--- config.mk ---
export PLATFORM = sky130hd
export DESIGN_NAME = pwm_capture_stereo
export DESIGN_NICKNAME = d
export VERILOG_FILES = /design/src/rtl/pwm_capture_stereo.sv
export SDC_FILE = /design/constraint.sdc
export NUM_CORES = 1
export LEC_CHECK = 0
export CAP_MARGIN = 20
export CORE_MARGIN = 4
export CORE_UTILIZATION = 55
export CTS_CLUSTER_SIZE = 10
export DETAILED_ROUTE_END_ITERATION = 7
export GPL_TIMING_DRIVEN = 0
export HOLD_SLACK_MARGIN = 0.02
export PLACE_DENSITY_LB_ADDON = 0.25
export SYNTH_ARGS = -nofsm -noshare
export SYNTH_HDL_FRONTEND = slang
export SYNTH_SLANG_ARGS = --single-unit
--- constraint.sdc ---
create_clock -name clk_in -period 2.6 [get_ports clk_in]
set_input_delay 0.39 -clock clk_in [delete_from_list [all_inputs] [get_ports clk_in]]
set_output_delay 0.39 -clock clk_in [all_outputs]
set_load 0.02 [all_outputs]
--- src/rtl/pwm_capture_stereo.sv ---
// pwm_capture_stereo
//   Receive side of the stereo PWM audio link. Each PWM line is high for
//   "level" clocks at the start of a 2**PERIOD_LOG2-clock period; the level
//   is offset-binary and is returned as a signed sample. The block frame-locks
//   to rising edges and hands out one sample pair per period over valid/ready.
//
// Ports
//   clk_in            in   system clock, sole clock
//   rst_in            in   asynchronous active-high reset
//   pwm_in_l/r        in   PWM lines, asynchronous to clk_in
//   sample_l/r_out    out  signed recovered samples (PERIOD_LOG2 bits)
//   sample_valid_out  out  sample pair valid
//   sample_ready_in   in   consumer accepts the pair when valid && ready
//   locked_out        out  frame lock held
//   overrun_out       out  1-cycle pulse: unaccepted pair overwritten
//   misalign_out      out  1-cycle pulse: rising edge seen at phase != 0
`timescale 1ns/1ps
module pwm_capture_stereo #(
    parameter int unsigned PERIOD_LOG2 = 8,
    parameter int unsigned SYNC_STAGES = 2,
    parameter int unsigned MISS_LIMIT  = 4
) (
    input  logic                          clk_in,
    input  logic                          rst_in,
    input  logic                          pwm_in_l,
    input  logic                          pwm_in_r,
    output logic signed [PERIOD_LOG2-1:0] sample_l_out,
    output logic signed [PERIOD_LOG2-1:0] sample_r_out,
    output logic                          sample_valid_out,
    input  logic                          sample_ready_in,
    output logic                          locked_out,
    output logic                          overrun_out,
    output logic                          misalign_out
);

    localparam int unsigned W  = PERIOD_LOG2;
    // miss counter only needs to hold 0..MISS_LIMIT-1
    localparam int unsigned MW = (MISS_LIMIT < 2) ? 1 : $clog2(MISS_LIMIT);

    typedef enum logic [0:0] {
        ST_SEARCH = 1'b0,
        ST_LOCKED = 1'b1
    } state_t;

    state_t             r_state;
    state_t             w_state_nxt;

    logic [SYNC_STAGES-1:0] r_sync_l;
    logic [SYNC_STAGES-1:0] r_sync_r;
    logic               r_prev_l;
    logic               r_prev_r;
    logic               w_s_l;
    logic               w_s_r;
    logic               w_rise_l;
    logic               w_rise_r;
    logic               w_rise;

    logic [W-1:0]       r_phase;
    logic [W:0]         r_acc_l;
    logic [W:0]         r_acc_r;
    logic [W:0]         w_sum_l;
    logic [W:0]         w_sum_r;
    logic [W-1:0]       w_hc_l;
    logic [W-1:0]       w_hc_r;

    logic               r_bad;
    logic               w_bad_nxt;
    logic [MW-1:0]      r_miss;
    logic [MW-1:0]      w_miss_nxt;
    logic               w_load;
    logic               w_misalign;

    logic [W-1:0]       r_sample_l;
    logic [W-1:0]       r_sample_r;
    logic               r_valid;
    logic               r_overrun;
    logic               r_misalign;

    // ------------------------------------------------------------------
    // Input synchronisers; s_x is the last stage, rise_x its rising edge
    // ------------------------------------------------------------------
    always_ff @(posedge clk_in or posedge rst_in) begin
        if (rst_in) begin
            r_sync_l <= '0;
            r_sync_r <= '0;
            r_prev_l <= 1'b0;
            r_prev_r <= 1'b0;
        end else begin
            r_sync_l <= {r_sync_l[SYNC_STAGES-2:0], pwm_in_l};
            r_sync_r <= {r_sync_r[SYNC_STAGES-2:0], pwm_in_r};
            r_prev_l <= w_s_l;
            r_prev_r <= w_s_r;
        end
    end

    assign w_s_l    = r_sync_l[SYNC_STAGES-1];
    assign w_s_r    = r_sync_r[SYNC_STAGES-1];
    assign w_rise_l = w_s_l & ~r_prev_l;
    assign w_rise_r = w_s_r & ~r_prev_r;
    assign w_rise   = w_rise_l | w_rise_r;

    // Final high count includes the frame-end cycle's own input; only a
    // line held high for the whole frame reaches 2**W and needs clamping.
    assign w_sum_l = r_acc_l + {{W{1'b0}}, w_s_l};
    assign w_sum_r = r_acc_r + {{W{1'b0}}, w_s_r};
    assign w_hc_l  = w_sum_l[W] ? '1 : w_sum_l[W-1:0];
    assign w_hc_r  = w_sum_r[W] ? '1 : w_sum_r[W-1:0];

    // ------------------------------------------------------------------
    // Lock FSM
    // ------------------------------------------------------------------
    always_ff @(posedge clk_in or posedge rst_in) begin
        if (rst_in) begin
            r_state <= ST_SEARCH;
        end else begin
            r_state <= w_state_nxt;
        end
    end

    always_comb begin
        w_state_nxt = r_state;
        w_bad_nxt   = r_bad;
        w_miss_nxt  = r_miss;
        w_load      = 1'b0;
        w_misalign  = 1'b0;
        case (r_state)
            ST_SEARCH: begin
                if (w_rise) begin
                    w_state_nxt = ST_LOCKED;
                    w_bad_nxt   = 1'b0;
                    w_miss_nxt  = '0;
                end
            end
            ST_LOCKED: begin
                if (w_rise && (r_phase != '0)) begin
                    w_misalign = 1'b1;
                    w_bad_nxt  = 1'b1;
                end
                if (r_phase == '1) begin
                    w_bad_nxt = 1'b0;
                    if (r_bad || w_misalign) begin
                        if (r_miss == MW'(MISS_LIMIT - 1)) begin
                            // lock dropped: this frame's pair is discarded
                            w_state_nxt = ST_SEARCH;
                            w_miss_nxt  = '0;
                        end else begin
                            w_miss_nxt = r_miss + MW'(1);
                            w_load     = 1'b1;
                        end
                    end else begin
                        w_miss_nxt = '0;
                        w_load     = 1'b1;
                    end
                end
            end
            default: begin
                w_state_nxt = ST_SEARCH;
            end
        endcase
    end

    // ------------------------------------------------------------------
    // Phase counter, accumulators and miss bookkeeping
    // ------------------------------------------------------------------
    always_ff @(posedge clk_in or posedge rst_in) begin
        if (rst_in) begin
            r_phase    <= '0;
            r_acc_l    <= '0;
            r_acc_r    <= '0;
            r_bad      <= 1'b0;
            r_miss     <= '0;
            r_misalign <= 1'b0;
        end else begin
            r_bad      <= w_bad_nxt;
            r_miss     <= w_miss_nxt;
            r_misalign <= w_misalign;
            if (r_state == ST_SEARCH) begin
                r_phase <= '0;
                if (w_rise) begin
                    // the rise cycle itself is phase 0 of the new frame
                    r_phase <= W'(1);
                    r_acc_l <= {{W{1'b0}}, w_s_l};
                    r_acc_r <= {{W{1'b0}}, w_s_r};
                end
            end else begin
                r_phase <= r_phase + W'(1);
                if (r_phase == '0) begin
                    r_acc_l <= {{W{1'b0}}, w_s_l};
                    r_acc_r <= {{W{1'b0}}, w_s_r};
                end else begin
                    r_acc_l <= w_sum_l;
                    r_acc_r <= w_sum_r;
                end
            end
        end
    end

    // ------------------------------------------------------------------
    // Output pair register with valid/ready; a load wins over acceptance
    // ------------------------------------------------------------------
    always_ff @(posedge clk_in or posedge rst_in) begin
        if (rst_in) begin
            r_sample_l <= '0;
            r_sample_r <= '0;
            r_valid    <= 1'b0;
            r_overrun  <= 1'b0;
        end else begin
            r_overrun <= w_load && r_valid && !sample_ready_in;
            if (w_load) begin
                r_sample_l <= {~w_hc_l[W-1], w_hc_l[W-2:0]};
                r_sample_r <= {~w_hc_r[W-1], w_hc_r[W-2:0]};
                r_valid    <= 1'b1;
            end else if (r_valid && sample_ready_in) begin
                r_valid <= 1'b0;
            end
        end
    end

    assign sample_l_out     = r_sample_l;
    assign sample_r_out     = r_sample_r;
    assign sample_valid_out = r_valid;
    assign locked_out       = (r_state == ST_LOCKED);
    assign overrun_out      = r_overrun;
    assign misalign_out     = r_misalign;

endmodule

Yosys cells after proc, flatten, opt, wreduce, memory -nomap -nowiden
Cells that the tools add are included.

Bits in writable memories: 0. Memories kept: 0. Output and inout port bits: 20. Bits in read-only memories: 0. Register bits: 55. Latch bits: 0. Word-level logic and storage cells: 75.

Reduce and logical (&&, ||, !) cells: 12. Equality and inequality tests: 5. Shifts and indexed selects: 0. Add/sub/neg operators: 4. Divide/modulo/power cells: 0. Multiplexer cells: 31. Multiply operators: 0. Order comparisons: 0. Bitwise gates (word level): 8.

Operator list (count): $mux 9 (6); $mux 8 (3); $add 9x1->9 (2); $mux 1 (15); $add 8x1->8 const B (1); $eq 8x8->1 const B (1); $logic_not 8->1 (1); $mux 2 (4); $reduce_bool 8->1 (1); $not 1->1 (5); $logic_and 1x1->1 (4); $pmux 1 s2 (2); $pmux 2 s2 (1); $reduce_and 2->1 (2); $reduce_bool 2->1 (2); $ne 3x1->1 const B (1); $add 2x1->2 const B (1); $and 1x1->1 (2); $eq 2x2->1 const B (1); $ne 2x1->1 const B (1); $ne 2x2->1 const B (1); $logic_not 1->1 (1); $logic_or 1x1->1 (1); $or 1x1->1 (1).

Longest topological paths before layout
Gate-level depths: netlist (run 1).

Depth after elaboration: 12. Gate-level depth with buffers: 7. Mapped depth without buffers: 6.

Worst setup path before layout (run 1)
OpenSTA, ideal clock, no wires.

Path type: flip-flop to flip-flop. Start point: register r_sync_l[1]. End point: register r_sample_l[6] (netlist: sample_l_out[6]). Arrival time: 1.715 ns. Clock period less this slack: 1.839 ns. Setup slack: 0.761 ns. Stages on the path, launching flop included: 8. Cells stage by stage: dfrtp_1 -> ha_1 -> ha_1 -> and3_1 -> clkbuf_1 -> a311oi_1 -> a31oi_1 -> mux2_2.

Word-level cells in the longest chain between the ends: 9.

Ends and longest elaborated chain: start, declared (RTL line 48) `logic [SYNC_STAGES-1:0] r_sync_l;`; start signal, assigned (RTL line 89) `r_sync_l <= {r_sync_l[SYNC_STAGES-2:0], pwm_in_l};`; $and 1x1->1 (RTL line 98) `assign w_rise_l = w_s_l & ~r_prev_l;`; $or 1x1->1 (RTL line 100) `assign w_rise = w_rise_l | w_rise_r;`; $logic_and 1x1->1 (RTL line 135) `if (w_rise && (r_phase != '0)) begin`; $mux 1 (RTL line 135); $mux 1 (RTL line 126) `case (r_state)`; $logic_or 1x1->1 (RTL line 141) `if (r_bad || w_misalign) begin`; $mux 1 (RTL line 141); $mux 1 (RTL line 139) `if (r_phase == '1) begin`; $mux 1 (RTL line 126); end signal, assigned (RTL line 210) `r_sample_l <= {~w_hc_l[W-1], w_hc_l[W-2:0]};`; end, declared (RTL line 73) `logic [W-1:0] r_sample_l;`.

Several ways; a longest one is shown, not always the timed one. The select of a mux whose other input is x is not followed. A chain may end at the register's enable or synchronous reset.

Worst setup path in the final report (run 1)
Start point: register r_sync_r[1]. End point: register r_sample_r[0] (netlist: sample_r_out[0]).

Word-level cells in the longest chain between the ends: 9.

Ends and longest elaborated chain: start, declared (RTL line 49) `logic [SYNC_STAGES-1:0] r_sync_r;`; start signal, assigned (RTL line 90) `r_sync_r <= {r_sync_r[SYNC_STAGES-2:0], pwm_in_r};`; $and 1x1->1 (RTL line 99) `assign w_rise_r = w_s_r & ~r_prev_r;`; $or 1x1->1 (RTL line 100); $logic_and 1x1->1 (RTL line 135); $mux 1 (RTL line 135); $mux 1 (RTL line 126); $logic_or 1x1->1 (RTL line 141); $mux 1 (RTL line 141); $mux 1 (RTL line 139); $mux 1 (RTL line 126); end signal, assigned (RTL line 211) `r_sample_r <= {~w_hc_r[W-1], w_hc_r[W-2:0]};`; end, declared (RTL line 74) `logic [W-1:0] r_sample_r;`.

Several ways; a longest one is shown, not always the timed one. The select of a mux whose other input is x is not followed.

==> results of run 1 <==
-- final cells by class --
class                           count  area [sq um]
Sequential cell                    55          1380
Clock inverter                      1          5.00
Multi-Input combinational cell    185          1350
Inverter                           13          48.8
Tap cell                           67          83.8
Timing Repair Buffer               25           260
Clock buffer                        7          76.3
Buffer                             12          62.6
Fill cell                         385          1590
-- stage by stage --
| step | power (uW) | area [sq um] |
|---|---|---|
| floorplan | 1640 | 2840 |
| global placement | 1760 | 3160 |
| detailed placement | 1800 | 3180 |
| CTS | 2250 | 3260 |
| global route | 2380 | 3260 |
| finish | 2240 | 3260 |
-- flip-flops by register name, indices dropped and copies added, names as in the netlist --
register,flops
r_bad,1
locked_out,1
overrun_out,1
sample_l_out,8
r_prev_l,1
r_prev_r,1
misalign_out,1
r_sync_l,2
r_phase,8
r_acc_r,9
r_miss,2
sample_valid_out,1
sample_r_out,8
r_acc_l,9
r_sync_r,2
-- worst max-delay path: stages (launching register included) --
cell and delay, ps:
dfrtp_1 420, ha_1 220, ha_1 300, nand4_1 300, o21a_1 300, a2111oi_4 440, a2bb2oi_1 130
-- cell families after synthesis --
logic type	count (synthesis)
adders and majority gates	7
and+or+nand+nor	80
DFF	55
muxes	4
AOI/OAI and AO/OA	82
xor gates and xnor gates	12
buffers and inverters	25
-- path summary, 6_finish.rpt --
path / startpoint / endpoint / cells past startpoint
hold / removal: r_sync_r[0] / r_sync_r[1] / 0
setup reg to reg: r_sync_r[1] / sample_r_out[0] / 6
setup / recovery: r_sync_r[1] / sample_r_out[0] / 6
hold reg to reg: r_sync_r[0] / r_sync_r[1] / 0
min in group asynchronous: rst_in / sample_r_out[7] / 2
max in group asynchronous: rst_in / r_acc_r[7] / 3
-- power by group through the flow --
stage               combinational [uW]  clock (uW)  sequential (uW)
global route                       695         496             1190
CTS                                623         466             1170
finish                             621         453             1170
global placement                   584           0             1170
detailed placement                 620           0             1180
floorplan                          490           0             1150
-- routing by layer --
layer | routed length (um) | global-route usage [%] | vias to the layer above
li1 | - | - | 1043
met1 | 2770 | 27.8 | 1023
met2 | 2770 | 31.8 | 40
met3 | 196 | 3.72 | 7
met4 | 59 | 6.25 | 0
met5 | 0 | 0 | -
-- placed cells by master, fill, tap and decap left out, types with 4 or more instances in the layout --
cell / synthesis / layout
xnor2_1: 9 / 9
inv_1: 13 / 12
and3_1: 9 / 9
o2bb2ai_1: 4 / 4
nand3_1: 11 / 11
clkbuf_1: 4 / 6
a2bb2oi_1: 8 / 8
clkbuf_8: 0 / 5
buf_2: 4 / 4
nor2_1: 13 / 13
nand2_1: 14 / 14
nor3_1: 4 / 4
dfrtp_1: 55 / 55
o21ai_0: 17 / 17
ha_1: 7 / 7
o21a_1: 4 / 4
a21oi_1: 10 / 10
clkdlybuf4s50_1: 0 / 24
a22o_1: 10 / 10
or3_1: 5 / 5
==> impl_metrics.csv, run 1 <==
group,metric,value,unit
run_status,status,"complete, no violations",
global_routing,grt_pass1_wl,10000,um
sta,period_needed,2220,ps
floorplanning,die_h,79.8,um
sta,fmax,0.450,GHz
yosys,synth_compound_area_share,22.9,%
floorplanning,pin_count,25,
yosys,synth_top_family_by_area,"compound AO/OA/AOI/OAI gates",
finish,layout-drive-gt1-share,12.4,%
sta,slew_headroom,65.7,%
cts,holdBufCountCts,0,
detailed_routing,drc,0,
cts,root_buffer,"clkbuf_8",
cts,cts_made_buffers,5,
setup_path,cp-end-kind,"flip-flop",
cts,clock_path_buffers,2,
floorplanning,fp.dieW,79.8,um
yosys,synth-seq-cells,55,
yosys,synth-edff-count,0,
sta,fin_hold_ws,340,ps
cts,cts_tree,"yes",
power,power_frac_clock,20.2,%
sta,rsz0062_at_grt,"no",
global_routing,grt_max_degree,39,
floorplanning,start_util,58.5,%
setup_path,critical_path_class,"reg2reg",
sta,tightest_slew,510,ps
finish,final_util,67.3,%
yosys,ys_types,60,
yosys,syn_area_per_cell,10.7,sq um
yosys,synth_fa_ha_area_share,3.09,%
power,p_int,1470,uW
placed_design,gp_congestion,0.873,
hold_path,hold_path.class,"reg2reg",
yosys,synthesis.area,0.00284,sq mm
global_routing,grt_pass1_vias,2160,
cts,clock_latency,310,ps
power,switchingPower,768,uW
yosys,synth_top_area_share,48.5,%
yosys,yosysTopAreaCell,"dfrtp_1",
yosys,synthTopCellsByArea,"dfrtp_1, a22o_1, ha_1, o21ai_0, xnor2_1",
cts,post_cts_buffers,0,
detailed_routing,dr.pass1.iters,4,
yosys,yosys.area_share.xor_xnor,3.70,%
detailed_routing,num_vias,2113,
power,power.leakage,0.00146,uW
setup_path,crit_path_start_kind,"flip-flop",
setup_path,cp.arrival,2420,ps
placed_design,dp.cells,357,
cts,cts.clk_slew.worst_paths,100,ps
global_routing,grt_antenna_before_repair,0,
sta,hold_viol,0,
detailed_routing,post_drt_wl_per_cell,15.9,um
sta,post-route-period-util,85.5,%
yosys,synthFlopType,"dfrtp_1",
sta,setup_viol,0,
detailed_routing,viasPerCell,5.79,
cts,cts_sinks,55,
setup_path,r2r_slack,380,ps
finish,finalNetCount,309,
yosys,synthArstFlopShare,100,%
setup_path,crit_required,2790,ps
detailed_routing,drt_iter0_markers,149,
yosys,synth_common_cells,"dfrtp_1, o21ai_0, nand2_1",
yosys,synth_most_common_cell,"dfrtp_1",
job,max_cap_viol_count,0,
yosys,synthSimpleGateAreaFrac,16.3,%
finish,antenna_cells,0,
floorplanning,die-area,0.00637,sq mm
power,seq_power_share,52.1,%
global_routing,track_usage,20.0,%
sta,fin_setup_tns,0,ps
cts,cts.htree.levels,2,
setup_path,cp_max_fo,8,
power,powerDensity,687,mW/mm^2
placed_design,place_ws,432,ps
detailed_routing,ant_nets,0,
finish,fin_cells,365,
detailed_routing,routed_wl,5790,um
sta,fin_worst_skew,15.9,ps
yosys,yosys_warnings,0,
finish,synthToLayoutAreaGrowth,15.0,%
sta,slew_violations,0,
floorplanning,rows,25,
power,p_comb_share,27.7,%
placed_design,numPortBuffers,24,
power,ir_drop,0.384,mV
global_routing,gr-total-overflow,0,
placed_design,dp_hpwl,4190,um
power,switching_share,34.3,%
yosys,ys_seq_area_share,48.5,%
floorplanning,core,0.00485,sq mm
sta,setup_ws,378,ps
yosys,syn-num-nets,277,
cts,cts_resized,0,
yosys,synthCells,265,
yosys,yosys-mux-area-fraction,1.54,%
No activity file was read; power rests on OpenSTA's default activity.
==> run 2: changes to the inputs <==
CORE_MARGIN = 10   (was 4)
==> impl_metrics.csv, run 2 (synthesis gave the netlist of run 1 again) <==
group,metric,value,unit
run_status,status,"complete, no violations",
finish,synthToLayoutAreaGrowth,16.2,%
sta,rsz0062_at_grt,"no",
setup_path,crit_start,"r_sync_r[1]",
finish,layout-drive-gt1-share,13.1,%
sta,setup_viol,0,
detailed_routing,ant_nets,0,
global_routing,grt_pass1_wl,10000,um
setup_path,cp-end-kind,"flip-flop",
floorplanning,core,0.00504,sq mm
floorplanning,die-area,0.00843,sq mm
floorplanning,die_h,91.8,um
setup_path,crit_path_start_kind,"flip-flop",
setup_path,slowest_delay,430,ps
setup_path,cp.arrival,2390,ps
cts,post_cts_buffers,0,
detailed_routing,num_vias,2090,
placed_design,gp_congestion,0.847,
placed_design,place_ws,426,ps
detailed_routing,dr.pass1.iters,4,
global_routing,track_usage,14.4,%
sta,fin_setup_tns,0,ps
setup_path,cp_max_fo,8,
finish,final_cell_mix,"dfrtp_1, clkdlybuf4s50_1, o21ai_0",
sta,period_needed,2200,ps
cts,holdBufCountCts,0,
global_routing,grt_pass1_vias,2078,
floorplanning,rows,26,
cts,cts.clk_slew.worst_paths,110,ps
cts,cts.htree.levels,2,
detailed_routing,drt_iter0_markers,130,
setup_path,crit_chain,"ha_1 -> ha_1 -> nand4_1 -> o21a_1 -> a2111oi_4 -> a2bb2oi_1",
placed_design,place_area,0.00319,sq mm
cts,root_buffer,"clkbuf_8",
hold_path,hold_path.class,"reg2reg",
cts,cts_resized,0,
setup_path,critPathSlowestCell,"dfrtp_1",
detailed_routing,viasPerCell,5.68,
sta,slew_violations,0,
finish,final_common_cell,"dfrtp_1",
job,max_cap_viol_count,0,
global_routing,grt_antenna_before_repair,0,
sta,fin_worst_skew,10.7,ps
sta,slew_headroom,66.1,%
cts,cts_sinks,55,
floorplanning,fp.dieW,91.8,um
floorplanning,pin_count,25,
finish,final_area,0.00330,sq mm
setup_path,critical_path_class,"reg2reg",
global_routing,grt_max_degree,37,
sta,post-route-period-util,84.4,%
placed_design,numPortBuffers,24,
sta,fmax,0.456,GHz
finish,finalNetCount,309,
sta,tightest_slew,509,ps
power,power.leakage,0.00148,uW
cts,clock_latency,320,ps
power,powerDensity,711,mW/mm^2
detailed_routing,drc,0,
detailed_routing,routed_wl,5800,um
power,ir_drop,0.423,mV
sta,hold_viol,0,
cts,cts_made_buffers,5,
cts,cts_tree,"yes",
finish,antenna_cells,0,
floorplanning,start_util,56.3,%
finish,reg.largest.list,"r_acc_l (9), r_acc_r (9)",
detailed_routing,post_drt_wl_per_cell,15.8,um
setup_path,crit_required,2800,ps
setup_path,timing.critical_path.mode_cell,"ha_1",
global_routing,gr-total-overflow,0,
placed_design,dp_hpwl,4120,um
cts,clock_path_buffers,2,
setup_path,rr_startpoint,"r_sync_r[1]",
power,total_power,2340,uW
sta,setup_ws,405,ps
hold_path,min_from,"r_sync_l[0]",
[run 2: cell count changes in the layout (fill, tap and decap cells not counted), sizes merged]
| cell | before | now |
|---|---|---|
| clkbuf | 12 | 10 |
| bufinv | 0 | 1 |
| clkinv | 1 | 2 |
[run 2: path summary, 6_finish.rpt]
path,end,slack [ps],cells after the start
worst min register to register,r_sync_l[1],360,0
worst min-delay path,r_sync_l[1],360,0
min in group asynchronous,r_acc_l[3],390,2
max in group asynchronous,r_prev_r,1680,3
worst max register to register,sample_r_out[0],400,6
worst max-delay path,sample_r_out[0],400,6
[run 2: power by group]
| part | switching [uW] | total [uW] | internal [uW] | leakage, uW |
|---|---|---|---|---|
| combinational | 325 | 607 | 282 | 0.000703 |
| clock | 288 | 575 | 287 | 0.0000581 |
| sequential | 161 | 1160 | 1000 | 0.000714 |
[run 2: cell type report]
cell class              count  area, sq um
plain buffers              12         62.6
clock buffers               5         68.8
clock inverters             3         43.8
fillers                   400         1740
inverters                  13         48.8
multi-input cells         185         1350
flip-flops and latches     55         1380
well taps                  70         87.6
repair buffers             25          260
[run 2: metal layers]
metal  share of wire, %  routed length (um)  global-route usage [%]
met4               0.85                  49                    4.11
met3                6.5                 378                    4.07
met5                  0                   0                       0
met1                 47                2720                    18.2
met2                 46                2650                    23.4
[run 2: worst max-delay path: cells and delay by family, from the launching register on]
family	cells	cell delay, ps
AO/OA/AOI/OAI	3	840
adder cells (fa/ha/maj)	2	510
flip-flops	1	430
AND/OR/NAND/NOR	1	290
[run 2: through the flow]
step	hold slack (ps)	std cells	util, %
final	361	368	65.4
after global routing	367	368	65.4
after CTS	364	368	65.4
after detailed placement	340	360	63.2
after global placement	333	359	62.8
after floorplan	331	265	-
==> run 3: changes to the inputs <==
clock period = 2.3 ns   (was 2.6 ns; I/O delays follow)
==> impl_metrics.csv, run 3 (synthesis gave the netlist of run 1 again) <==
group,metric,value,unit
sta,fmax,0.475,GHz
power,powerDensity,802,mW/mm^2
detailed_routing,dr.pass1.iters,4,
floorplanning,pin_count,25,
setup_path,rr_startpoint,"r_sync_r[1]",
placed_design,numPortBuffers,24,
global_routing,grt_max_degree,37,
cts,clock_path_buffers,2,
finish,antenna_cells,0,
cts,cts.htree.levels,2,
global_routing,grt_antenna_before_repair,0,
floorplanning,die-area,0.00843,sq mm
global_routing,gr-total-overflow,0,
sta,period_needed,2100,ps
finish,final_cell_mix,"dfrtp_1, clkdlybuf4s50_1, o21ai_0",
cts,cts_made_buffers,5,
detailed_routing,post_drt_wl_per_cell,15.8,um
setup_path,crit_required,2500,ps
sta,rsz0062_at_grt,"no",
finish,layout-drive-gt1-share,13.4,%
setup_path,cp-end-kind,"flip-flop",
setup_path,critical_path_class,"reg2reg",
setup_path,reg2regPathDepth,7,
detailed_routing,ant_nets,0,
global_routing,grt_pass1_wl,10000,um
floorplanning,fp.dieW,91.8,um
finish,synthToLayoutAreaGrowth,16.5,%
setup_path,rr_endpoint,"sample_r_out[0]",
sta,slew_headroom,65.1,%
floorplanning,rows,26,
cts,cts_sinks,55,
setup_path,crit_path_start_kind,"flip-flop",
cts,root_buffer,"clkbuf_8",
setup_path,r2r_slack,200,ps
placed_design,gp_congestion,0.847,
detailed_routing,num_vias,2086,
placed_design,place_area,0.00319,sq mm
cts,cts.clk_slew.worst_paths,110,ps
sta,tightest_slew,523,ps
placed_design,dp_hpwl,4120,um
floorplanning,die_h,91.8,um
sta,slew_violations,0,
power,ir_drop,0.478,mV
floorplanning,start_util,56.3,%
hold_path,hold_path.class,"in2async",
detailed_routing,drt_iter0_markers,101,
cts,post_cts_buffers,0,
finish,final_common_cell,"dfrtp_1",
detailed_routing,routed_wl,5820,um
sta,post-route-period-util,91.5,%
global_routing,track_usage,14.4,%
finish,finalNetCount,310,
sta,fin_worst_skew,10.0,ps
placed_design,place_ws,126,ps
run_status,status,"complete, no violations",
cts,clock_latency,320,ps
setup_path,cp_max_fo,8,
finish,reg.largest.list,"r_acc_l (9), r_acc_r (9)",
setup_path,cp.arrival,2300,ps
detailed_routing,viasPerCell,5.65,
cts,holdBufCountCts,0,
sta,setup_ws,196,ps
power,power.leakage,0.00148,uW
sta,hold_viol,0,
detailed_routing,drc,0,
sta,setup_viol,0,
cts,cts_resized,0,
floorplanning,core,0.00504,sq mm
global_routing,grt_pass1_vias,2078,
finish,final_area,0.00331,sq mm
job,max_cap_viol_count,0,
cts,cts_tree,"yes",
[run 3: metrics by stage]
| stage | cells | total power, uW | setup TNS (ps) | util (%) | hold slack (ps) |
|---|---|---|---|---|---|
| floorplan | 265 | 1850 | 0 | - | 331 |
| global placement | 359 | 1990 | -21880 | 62.8 | 333 |
| detailed placement | 360 | 2020 | 0 | 63.2 | 340 |
| CTS | 368 | 2680 | 0 | 65.4 | 349 |
| global route | 369 | 2820 | 0 | 65.6 | 367 |
| finish | 369 | 2650 | 0 | 65.6 | 348 |
[run 3: report_power, final]
| group | internal, uW | switching (uW) | leakage [uW] | total [uW] |
|---|---|---|---|---|
| sequential | 1130 | 184 | 0.000714 | 1310 |
| combinational | 319 | 367 | 0.000707 | 686 |
| clock | 325 | 327 | 0.0000581 | 652 |
[run 3: critical path: stages, from the launching register on]
cell and delay (ps):
dfrtp_1 430, ha_1 210, ha_1 300, nand4_1 130, buf_4 170, o21a_1 190
a2111oi_4 420, a2bb2oi_1 130
[run 3: final cells by class]
| type | count | area [sq um] |
|---|---|---|
| Buffer | 12 | 62.6 |
| Inverter | 13 | 48.8 |
| Multi-Input combinational cell | 185 | 1350 |
| Clock buffer | 5 | 68.8 |
| Sequential cell | 55 | 1380 |
| Clock inverter | 3 | 43.8 |
| Fill cell | 401 | 1740 |
| Tap cell | 70 | 87.6 |
| Timing Repair Buffer | 26 | 268 |
[run 3: worst max-delay path by stage]
stage,startpoint,to,slack (ps),depth (start not counted)
6_report,r_sync_r[1],sample_r_out[0],200,7
5_1_grt,r_sync_r[1],sample_r_out[3],20,7
4_1_cts,r_sync_r[1],sample_r_out[0],110,6
3_5_place_dp,r_sync_r[1],sample_r_out[1],130,6
3_3_place_gp,rst_in,r_acc_r[2],-400,2
2_1_floorplan,r_sync_l[1],sample_l_out[6],460,7
[run 3: metal layers]
metal | vias up | GRT usage (%) | part of all wire [%]
met4 | 0 | 4.11 | 0.84
li1 | 1034 | - | -
met1 | 1009 | 18.2 | 47
met2 | 38 | 23.4 | 47
met3 | 5 | 4.07 | 5.4
met5 | - | 0 | 0
